===== src/rtl/kdf_hirose_present_multiblock.sv =====
// rtl/kdf_hirose_present_multiblock.sv - iterated Hirose-PRESENT key derivation with multi-block output (optional macro: KDF_XOR_ACCUM_EN)

module hirose_present_wrapper #(
    parameter int          DATA_WIDTH = 136,
    parameter logic [63:0] HIROSE_C   = 64'h1234567812345678
) (
    input  logic                  clk,
    input  logic                  rst,
    input  logic [DATA_WIDTH-1:0] data_in,
    output logic [127:0]          digest,
    output logic                  end_signal
);
    // Message is zero-extended to whole 64-bit blocks, most significant block hashed first.
    localparam int NB = (DATA_WIDTH + 63) / 64;
    localparam int PW = NB * 64;
    localparam int BW = (NB > 1) ? $clog2(NB) : 1;

    typedef enum logic [1:0] {C_LOAD, C_ROUND, C_FINAL, C_DONE} core_state_t;

    core_state_t   state_q, state_d;
    logic [63:0]   g_q, h_q;
    logic [63:0]   s0_q, s1_q;
    logic [127:0]  key_q;
    logic [4:0]    rnd_q;
    logic [BW-1:0] blk_q;
    logic [PW-1:0] padded;
    logic [63:0]   m_blk;
    logic [63:0]   rk, e0, e1;

    function automatic logic [3:0] sbox(input logic [3:0] x);
        logic [3:0] y;
        case (x)
            4'h0: y = 4'hC;
            4'h1: y = 4'h5;
            4'h2: y = 4'h6;
            4'h3: y = 4'hB;
            4'h4: y = 4'h9;
            4'h5: y = 4'h0;
            4'h6: y = 4'hA;
            4'h7: y = 4'hD;
            4'h8: y = 4'h3;
            4'h9: y = 4'hE;
            4'hA: y = 4'hF;
            4'hB: y = 4'h8;
            4'hC: y = 4'h4;
            4'hD: y = 4'h7;
            4'hE: y = 4'h1;
            default: y = 4'h2;
        endcase
        return y;
    endfunction

    function automatic logic [63:0] s_layer(input logic [63:0] x);
        logic [63:0] y;
        y = '0;
        for (int n = 0; n < 16; n++) begin
            y[4*n +: 4] = sbox(x[4*n +: 4]);
        end
        return y;
    endfunction

    // Bit i lands on 16*(i mod 4) + i/4, the closed form of the PRESENT permutation.
    function automatic logic [63:0] p_layer(input logic [63:0] x);
        logic [63:0] y;
        y = '0;
        for (int i = 0; i < 64; i++) begin
            y[16*(i%4) + i/4] = x[i];
        end
        return y;
    endfunction

    // PRESENT-128 key schedule step: rotate left 61, two top nibbles through the S-box, counter into bits 66..62.
    function automatic logic [127:0] key_update(input logic [127:0] k, input logic [4:0] r);
        logic [127:0] t;
        t = {k[66:0], k[127:67]};
        t[127:124] = sbox(t[127:124]);
        t[123:120] = sbox(t[123:120]);
        t[66:62]   = t[66:62] ^ r;
        return t;
    endfunction

    assign padded = PW'(data_in);
    assign rk     = key_q[127:64];
    assign e0     = s0_q ^ rk;
    assign e1     = s1_q ^ rk;

    // Select the message block currently being compressed.
    always_comb begin
        m_blk = '0;
        for (int b = 0; b < NB; b++) begin
            if (blk_q == BW'(b)) begin
                m_blk = padded[(NB-1-b)*64 +: 64];
            end
        end
    end

    // Core sequencing state register.
    always_ff @(posedge clk) begin
        if (!rst) begin
            state_q <= C_LOAD;
        end else begin
            state_q <= state_d;
        end
    end

    // Core next state: load, 31 rounds, finalize per block, then hold in DONE.
    always_comb begin
        state_d = state_q;
        case (state_q)
            C_LOAD:  state_d = C_ROUND;
            C_ROUND: if (rnd_q == 5'd31) state_d = C_FINAL;
            C_FINAL: state_d = (blk_q == BW'(NB-1)) ? C_DONE : C_LOAD;
            default: state_d = C_DONE;
        endcase
    end

    // Two PRESENT encryptions share one key ({H, M}); plaintexts are G and G^c (Hirose).
    always_ff @(posedge clk) begin
        if (!rst) begin
            g_q   <= '0;
            h_q   <= '0;
            s0_q  <= '0;
            s1_q  <= '0;
            key_q <= '0;
            rnd_q <= '0;
            blk_q <= '0;
        end else begin
            case (state_q)
                C_LOAD: begin
                    s0_q  <= g_q;
                    s1_q  <= g_q ^ HIROSE_C;
                    key_q <= {h_q, m_blk};
                    rnd_q <= 5'd1;
                end
                C_ROUND: begin
                    s0_q  <= p_layer(s_layer(s0_q ^ rk));
                    s1_q  <= p_layer(s_layer(s1_q ^ rk));
                    key_q <= key_update(key_q, rnd_q);
                    rnd_q <= rnd_q + 5'd1;
                end
                C_FINAL: begin
                    g_q   <= e0 ^ g_q;
                    h_q   <= e1 ^ g_q ^ HIROSE_C;
                    blk_q <= blk_q + BW'(1);
                end
                default: ;
            endcase
        end
    end

    assign digest     = {g_q, h_q};
    assign end_signal = (state_q == C_DONE);

endmodule

module kdf_hirose_present_multiblock #(
    parameter int SALT_WIDTH  = 64,
    parameter int COUNT_WIDTH = 32,
    parameter int PSW_WIDTH   = 32,
    parameter int NUM_BLOCKS  = 2
) (
    input  logic                      clk,
    input  logic                      rst,
    input  logic                      start,
    input  logic [SALT_WIDTH-1:0]     salt,
    input  logic [COUNT_WIDTH-1:0]    count,
    input  logic [PSW_WIDTH-1:0]      user_password,
    output logic                      busy,
    output logic                      done,
    output logic                      key_valid,
    output logic [128*NUM_BLOCKS-1:0] key_derivated
);
    localparam int DATA_WIDTH = PSW_WIDTH + SALT_WIDTH + COUNT_WIDTH + 8;

    typedef enum logic [2:0] {IDLE, CORE_RST, HASH, UPDATE, FIN} state_t;

    state_t                    state_q, state_d;
    logic [PSW_WIDTH-1:0]      pw_q;
    logic [SALT_WIDTH-1:0]     salt_q;
    logic [COUNT_WIDTH-1:0]    eff_q;
    logic [COUNT_WIDTH-1:0]    it_q;
    logic [7:0]                blk_q;
    logic [127:0]              u_q;
    logic [128*NUM_BLOCKS-1:0] key_q;
    logic                      key_valid_q;
`ifdef KDF_XOR_ACCUM_EN
    logic [127:0]              acc_q;
`endif
    logic [127:0]              acc_next;
    logic                      last_iter;
    logic                      last_blk;
    logic                      core_rstn;
    logic [DATA_WIDTH-1:0]     core_in;
    logic [127:0]              core_digest;
    logic                      core_end;

    assign last_iter = (it_q == eff_q);
    assign last_blk  = (blk_q == 8'(NUM_BLOCKS-1));

    // First iteration hashes the latched inputs plus the 1-based block index; later ones rehash the digest.
    assign core_in = (it_q == COUNT_WIDTH'(1)) ? {pw_q, salt_q, eff_q, blk_q + 8'd1}
                                               : DATA_WIDTH'(u_q);

    // Selecting U_1 on the first iteration is what restarts the accumulator for each block.
`ifdef KDF_XOR_ACCUM_EN
    assign acc_next = (it_q == COUNT_WIDTH'(1)) ? u_q : (acc_q ^ u_q);
`else
    assign acc_next = u_q;
`endif

    // The core only runs in HASH, so every iteration starts from a freshly reset chaining state.
    assign core_rstn = rst & (state_q == HASH);

    hirose_present_wrapper #(
        .DATA_WIDTH (DATA_WIDTH),
        .HIROSE_C   (64'h1234567812345678)
    ) u_core (
        .clk        (clk),
        .rst        (core_rstn),
        .data_in    (core_in),
        .digest     (core_digest),
        .end_signal (core_end)
    );

    // Derivation state register.
    always_ff @(posedge clk) begin
        if (!rst) begin
            state_q <= IDLE;
        end else begin
            state_q <= state_d;
        end
    end

    // Next state plus busy/done decode.
    always_comb begin
        state_d = state_q;
        busy    = 1'b0;
        done    = 1'b0;
        case (state_q)
            IDLE: begin
                if (start) state_d = CORE_RST;
            end
            CORE_RST: begin
                busy    = 1'b1;
                state_d = HASH;
            end
            HASH: begin
                busy = 1'b1;
                if (core_end) state_d = UPDATE;
            end
            UPDATE: begin
                busy    = 1'b1;
                state_d = (last_iter && last_blk) ? FIN : CORE_RST;
            end
            FIN: begin
                done    = 1'b1;
                state_d = IDLE;
            end
            default: state_d = IDLE;
        endcase
    end

    // Input latching, digest capture, iteration/block counters and key block writes.
    always_ff @(posedge clk) begin
        if (!rst) begin
            pw_q        <= '0;
            salt_q      <= '0;
            eff_q       <= '0;
            it_q        <= '0;
            blk_q       <= '0;
            u_q         <= '0;
            key_q       <= '0;
            key_valid_q <= 1'b0;
`ifdef KDF_XOR_ACCUM_EN
            acc_q       <= '0;
`endif
        end else begin
            case (state_q)
                IDLE: begin
                    if (start) begin
                        pw_q        <= user_password;
                        salt_q      <= salt;
                        eff_q       <= (count == '0) ? COUNT_WIDTH'(1) : count;
                        it_q        <= COUNT_WIDTH'(1);
                        blk_q       <= 8'd0;
                        key_valid_q <= 1'b0;
                    end
                end
                HASH: begin
                    if (core_end) u_q <= core_digest;
                end
                UPDATE: begin
`ifdef KDF_XOR_ACCUM_EN
                    acc_q <= acc_next;
`endif
                    if (!last_iter) begin
                        it_q <= it_q + COUNT_WIDTH'(1);
                    end else begin
                        for (int b = 0; b < NUM_BLOCKS; b++) begin
                            if (blk_q == 8'(b)) key_q[128*b +: 128] <= acc_next;
                        end
                        if (!last_blk) begin
                            blk_q <= blk_q + 8'd1;
                            it_q  <= COUNT_WIDTH'(1);
                        end else begin
                            key_valid_q <= 1'b1;
                        end
                    end
                end
                default: ;
            endcase
        end
    end

    assign key_valid     = key_valid_q;
    assign key_derivated = key_q;

endmodule

===== config.mk =====
export PLATFORM = sky130hd
export DESIGN_NAME = kdf_hirose_present_multiblock
export DESIGN_NICKNAME = d
export VERILOG_FILES = /design/src/rtl/kdf_hirose_present_multiblock.sv
export SDC_FILE = /design/constraint.sdc
export NUM_CORES = 2
export LEC_CHECK = 0
export CORE_MARGIN = 3
export CORE_UTILIZATION = 30
export DETAILED_ROUTE_END_ITERATION = 8
export PLACE_DENSITY_LB_ADDON = 0.1
export SYNTH_ARGS = -nofsm -noshare
export SYNTH_HDL_FRONTEND = slang
export SYNTH_SLANG_ARGS = --single-unit

===== constraint.sdc =====
create_clock -name clk -period 7 [get_ports clk]
set_input_delay 1.75 -clock clk [delete_from_list [all_inputs] [get_ports clk]]
set_output_delay 1.75 -clock clk [all_outputs]
set_load 0.01 [all_outputs]

==> impl_results.md <==
* CTS Sinks at roughly 960
* RSZ-0062 raised after global routing: false
* Rel. slew slack at 0.151
* Starting Density at 0.304
* DR vias/cell at between 4 and 5
* Clock transition at path regs at roughly 0.060 ns
* First drt pass iteration count at 7
* Ys flop type: dfxtp_1
* Busiest grt layer: met2
* M2 GR Usage at 0.346
* Hold WC Path Type: reg2reg
* Nets at between 6,000 and 7,000
* Final max-slew violation count at 0
* Ports at 390
* Min Hold Slack at 0.452 ns
* First-pass GRT wire length at around 260,000 um
* Vias in the first global route at about 38,000
* Root Buffer: clkbuf_16
* Mapped cell area at between 0.04 and 0.05 mm2
* Yosys warns at 0
* Status: completed
* Grt met1 use at 0.287
* Final RePlAce weighted congestion at between 0.8 and 0.9
* Synthesized flop and latch total at ~960
* Global-route usage over all layers at 0.209
* Initial drt markers at between 2,000 and 3,000
* Setup CP Type: reg2reg
* Overflow after GRT at 0
* Final hold violations at 0
* Worst setup SP type: flip-flop
* LEAKAGE at around 19 nW
* # H-tree levels at 3
* Min-Delay Path Depth at 2
* Setup WS post-layout at about 2.5 ns
* Die Area at 0.162 mm2
* Crit Path Max Fanout at 94
* Pwr dens at roughly 230 mW/mm2
* CP endpoint: u_core.key_q[38]
* Core Region at 0.155 mm2
* Worst path cell trace: ha_1, nor4b_1, nand4_1, nor2_4, buf_12, nand2_1, a21boi_0, o21ai_0, a21oi_1
* Final setup vio count at 0
* CP max stage cell: a21boi_0
* Placement Setup Slack at 2.46 ns
* Register area share after synthesis at 0.406
* CTS Buf Count at roughly 120
* Drc violations at 0
* Commonest non-fill, non-tap cell in the layout: nand2_1
* Most frequent cells in the layout: nand2_1 (1,213), dfxtp_1 (955), a21boi_0 (423), a21oi_1 (407), clkdlybuf4s50_1 (388)
* Resized cells post-CTS at 0
* Period Utilization, post-route at 0.641
* Mapped Cells at ~5,600
* Worst path arrival time at 5.14 ns
* Number of max-cap violations at 0
* Max Clock Freq at 0.223 GHz
* DIE HEIGHT at just over 400 um
* PortBufs at 389
* Drt total wl at ~170,000 um
* Syn_nets at between 5,000 and 6,000
* Clock Path Buffers at 3
* Worst EP required at ~7.7 ns
* Peak VDD IR at a little over 0.2 mV
* Initial antenna violation count at 2
* Cts hold-fix bufs at 0
* Met3 Use GR at 0.0226
* Detail Route Antenna Nets at 0
* Worst r2r src: it_q[0]
* Area delta synth->final at 19.3%
* WL/cell at 22.1 um
* Yosys cell types at between 70 and 80
* Worst slew pin tran at 1.27 ns
* Setup Fix Bufs, Post-CTS at 0
* Crit. Startpoint: it_q[0]
* Post-DP HPWL at between 100,000 and 150,000 um
* Largest net degree at the start of global routing at around 250
* Share of cells above drive strength 1 at 0.0563
* CTS tree: done
* EDFF count, synth at 0
* Crit path largest cell delay at 0.88 ns
* Rows at roughly 140
* Critical Path End Type: flip-flop
* Number of cells on the worst reg-to-reg path at 9
* Via count at approximately 39,000
* Worst skew pair latency at ~0.74 ns
* Min cycle time layout at around 4.5 ns
* Worst Skew at approximately 0.075 ns
* Reg2Reg Setup Slack at between 2 and 3 ns
* Asr flop ratio synth at 0
* Reg2reg end: u_core.key_q[38]
* Synth Area per Inst at 8.44 um2
* Total negative slack at 0 ns
* Die Width at about 400 um
-- synthesized netlist by cell type (all sizes together), types with 6 or more instances --
library cell,count,area (um2)
o311ai,19,166
and2,11,68.8
a22oi,33,248
o211a,8,80.1
mux2i,252,2520
dfxtp,957,19200
o21a,8,60.1
o31a,7,61.3
a21o,7,52.6
a21oi,407,2040
o221a,6,67.6
inv,128,480
xor2,109,955
mux2,15,169
nor3b,15,118
buf,81,663
nor3,40,228
and3,9,56.3
nand2,1217,4580
a211oi,80,601
o21ai,244,1220
xnor2,192,1680
nor2b,136,851
nand4,19,131
mux4,55,1240
clkbuf,312,1170
nor2,385,1460
ha,180,2250
a21boi,446,3350
a32o,7,70.1
a31oi,24,150
or3,67,419
o211ai,24,180
nand3,31,155
nor4,21,161
-- stage by stage --
stage,power [mW],instances,utilization,cell area [um2]
2_1_floorplan,6.36,5588,-,47200
3_3_place_gp,6.73,7671,0.337,52300
3_5_place_dp,6.74,7671,0.337,52300
4_1_cts,13.0,7883,0.363,56200
5_1_grt,13.3,7883,0.363,56200
6_report,12.8,7884,0.363,56200
-- final cells by class --
| cell class | instances | area (um2) |
|---|---|---|
| inverter | 128 | 485 |
| tap | 2044 | 2560 |
| fill | 16083 | 98900 |
| sequential | 957 | 19200 |
| clock buffer | 182 | 3480 |
| timing repair buffer | 432 | 4350 |
| antenna | 1 | 2.50 |
| clock inverter | 30 | 444 |
| multi-input combinational | 4110 | 25800 |
-- how the worst min path moves through the flow --
stage / start / endpoint / slack [ns]
after floorplan: pw_q[23] / pw_q[23] / 0.44
after global placement: key_derivated[241] / key_derivated[241] / 0.44
after detailed placement: key_derivated[245] / key_derivated[245] / 0.45
after CTS: u_core.h_q[35] / acc_next[35] / 0.45
after global routing: key_derivated[243] / key_derivated[243] / 0.47
final: key_derivated[241] / key_derivated[241] / 0.45
-- flip-flops by register name, indices dropped and copies added, names as in the netlist, 32 cells and up, named ones only --
register / cells
key_derivated: 256
acc_next: 128
u_core.key_q: 128
salt_q: 64
u_core.g_q: 64
u_core.h_q: 64
u_core.s0_q: 64
u_core.s1_q: 64
eff_q: 32
it_q: 32
pw_q: 32
-- per-layer routing --
metal,wire (um),vias up,share of wire
met5,0,-,0
met4,4300,0,0.025
met3,6700,172,0.038
met2,81400,759,0.47
met1,81700,19125,0.47
li1,-,19199,-
-- logic make-up (layout without fill, tap and decap cells) --
| group | count (synthesis) | after routing | share of synthesized area |
|---|---|---|---|
| simple gates | 1969 | 1969 | 0.177 |
| compound gates | 1338 | 1338 | 0.180 |
| flops | 957 | 957 | 0.406 |
| buf+inv | 521 | 772 | 0.0491 |
| mux | 322 | 322 | 0.0833 |
| xor+xnor | 301 | 301 | 0.0559 |
| fa+ha+maj | 180 | 180 | 0.0478 |
| other cells | 0 | 1 | 0 |
-- where the power goes --
part / switching (mW) / internal (mW) / total [mW]
Combinational: 0.638 / 0.345 / 0.983
Clock: 2.51 / 3.73 / 6.23
Sequential: 0.0932 / 5.54 / 5.63
Total: 3.24 / 9.61 / 12.8
-- critical path: cells and delay by family (launching register included) --
| kind | cells | cell delay, ns |
|---|---|---|
| and+or+nand+nor | 4 | 1.96 |
| AOI/OAI and AO/OA | 3 | 1.27 |
| DFF | 1 | 0.46 |
| buffers and inverters | 1 | 0.40 |
| adders and majority gates | 1 | 0.18 |
(Power assumes the default switching activity.)
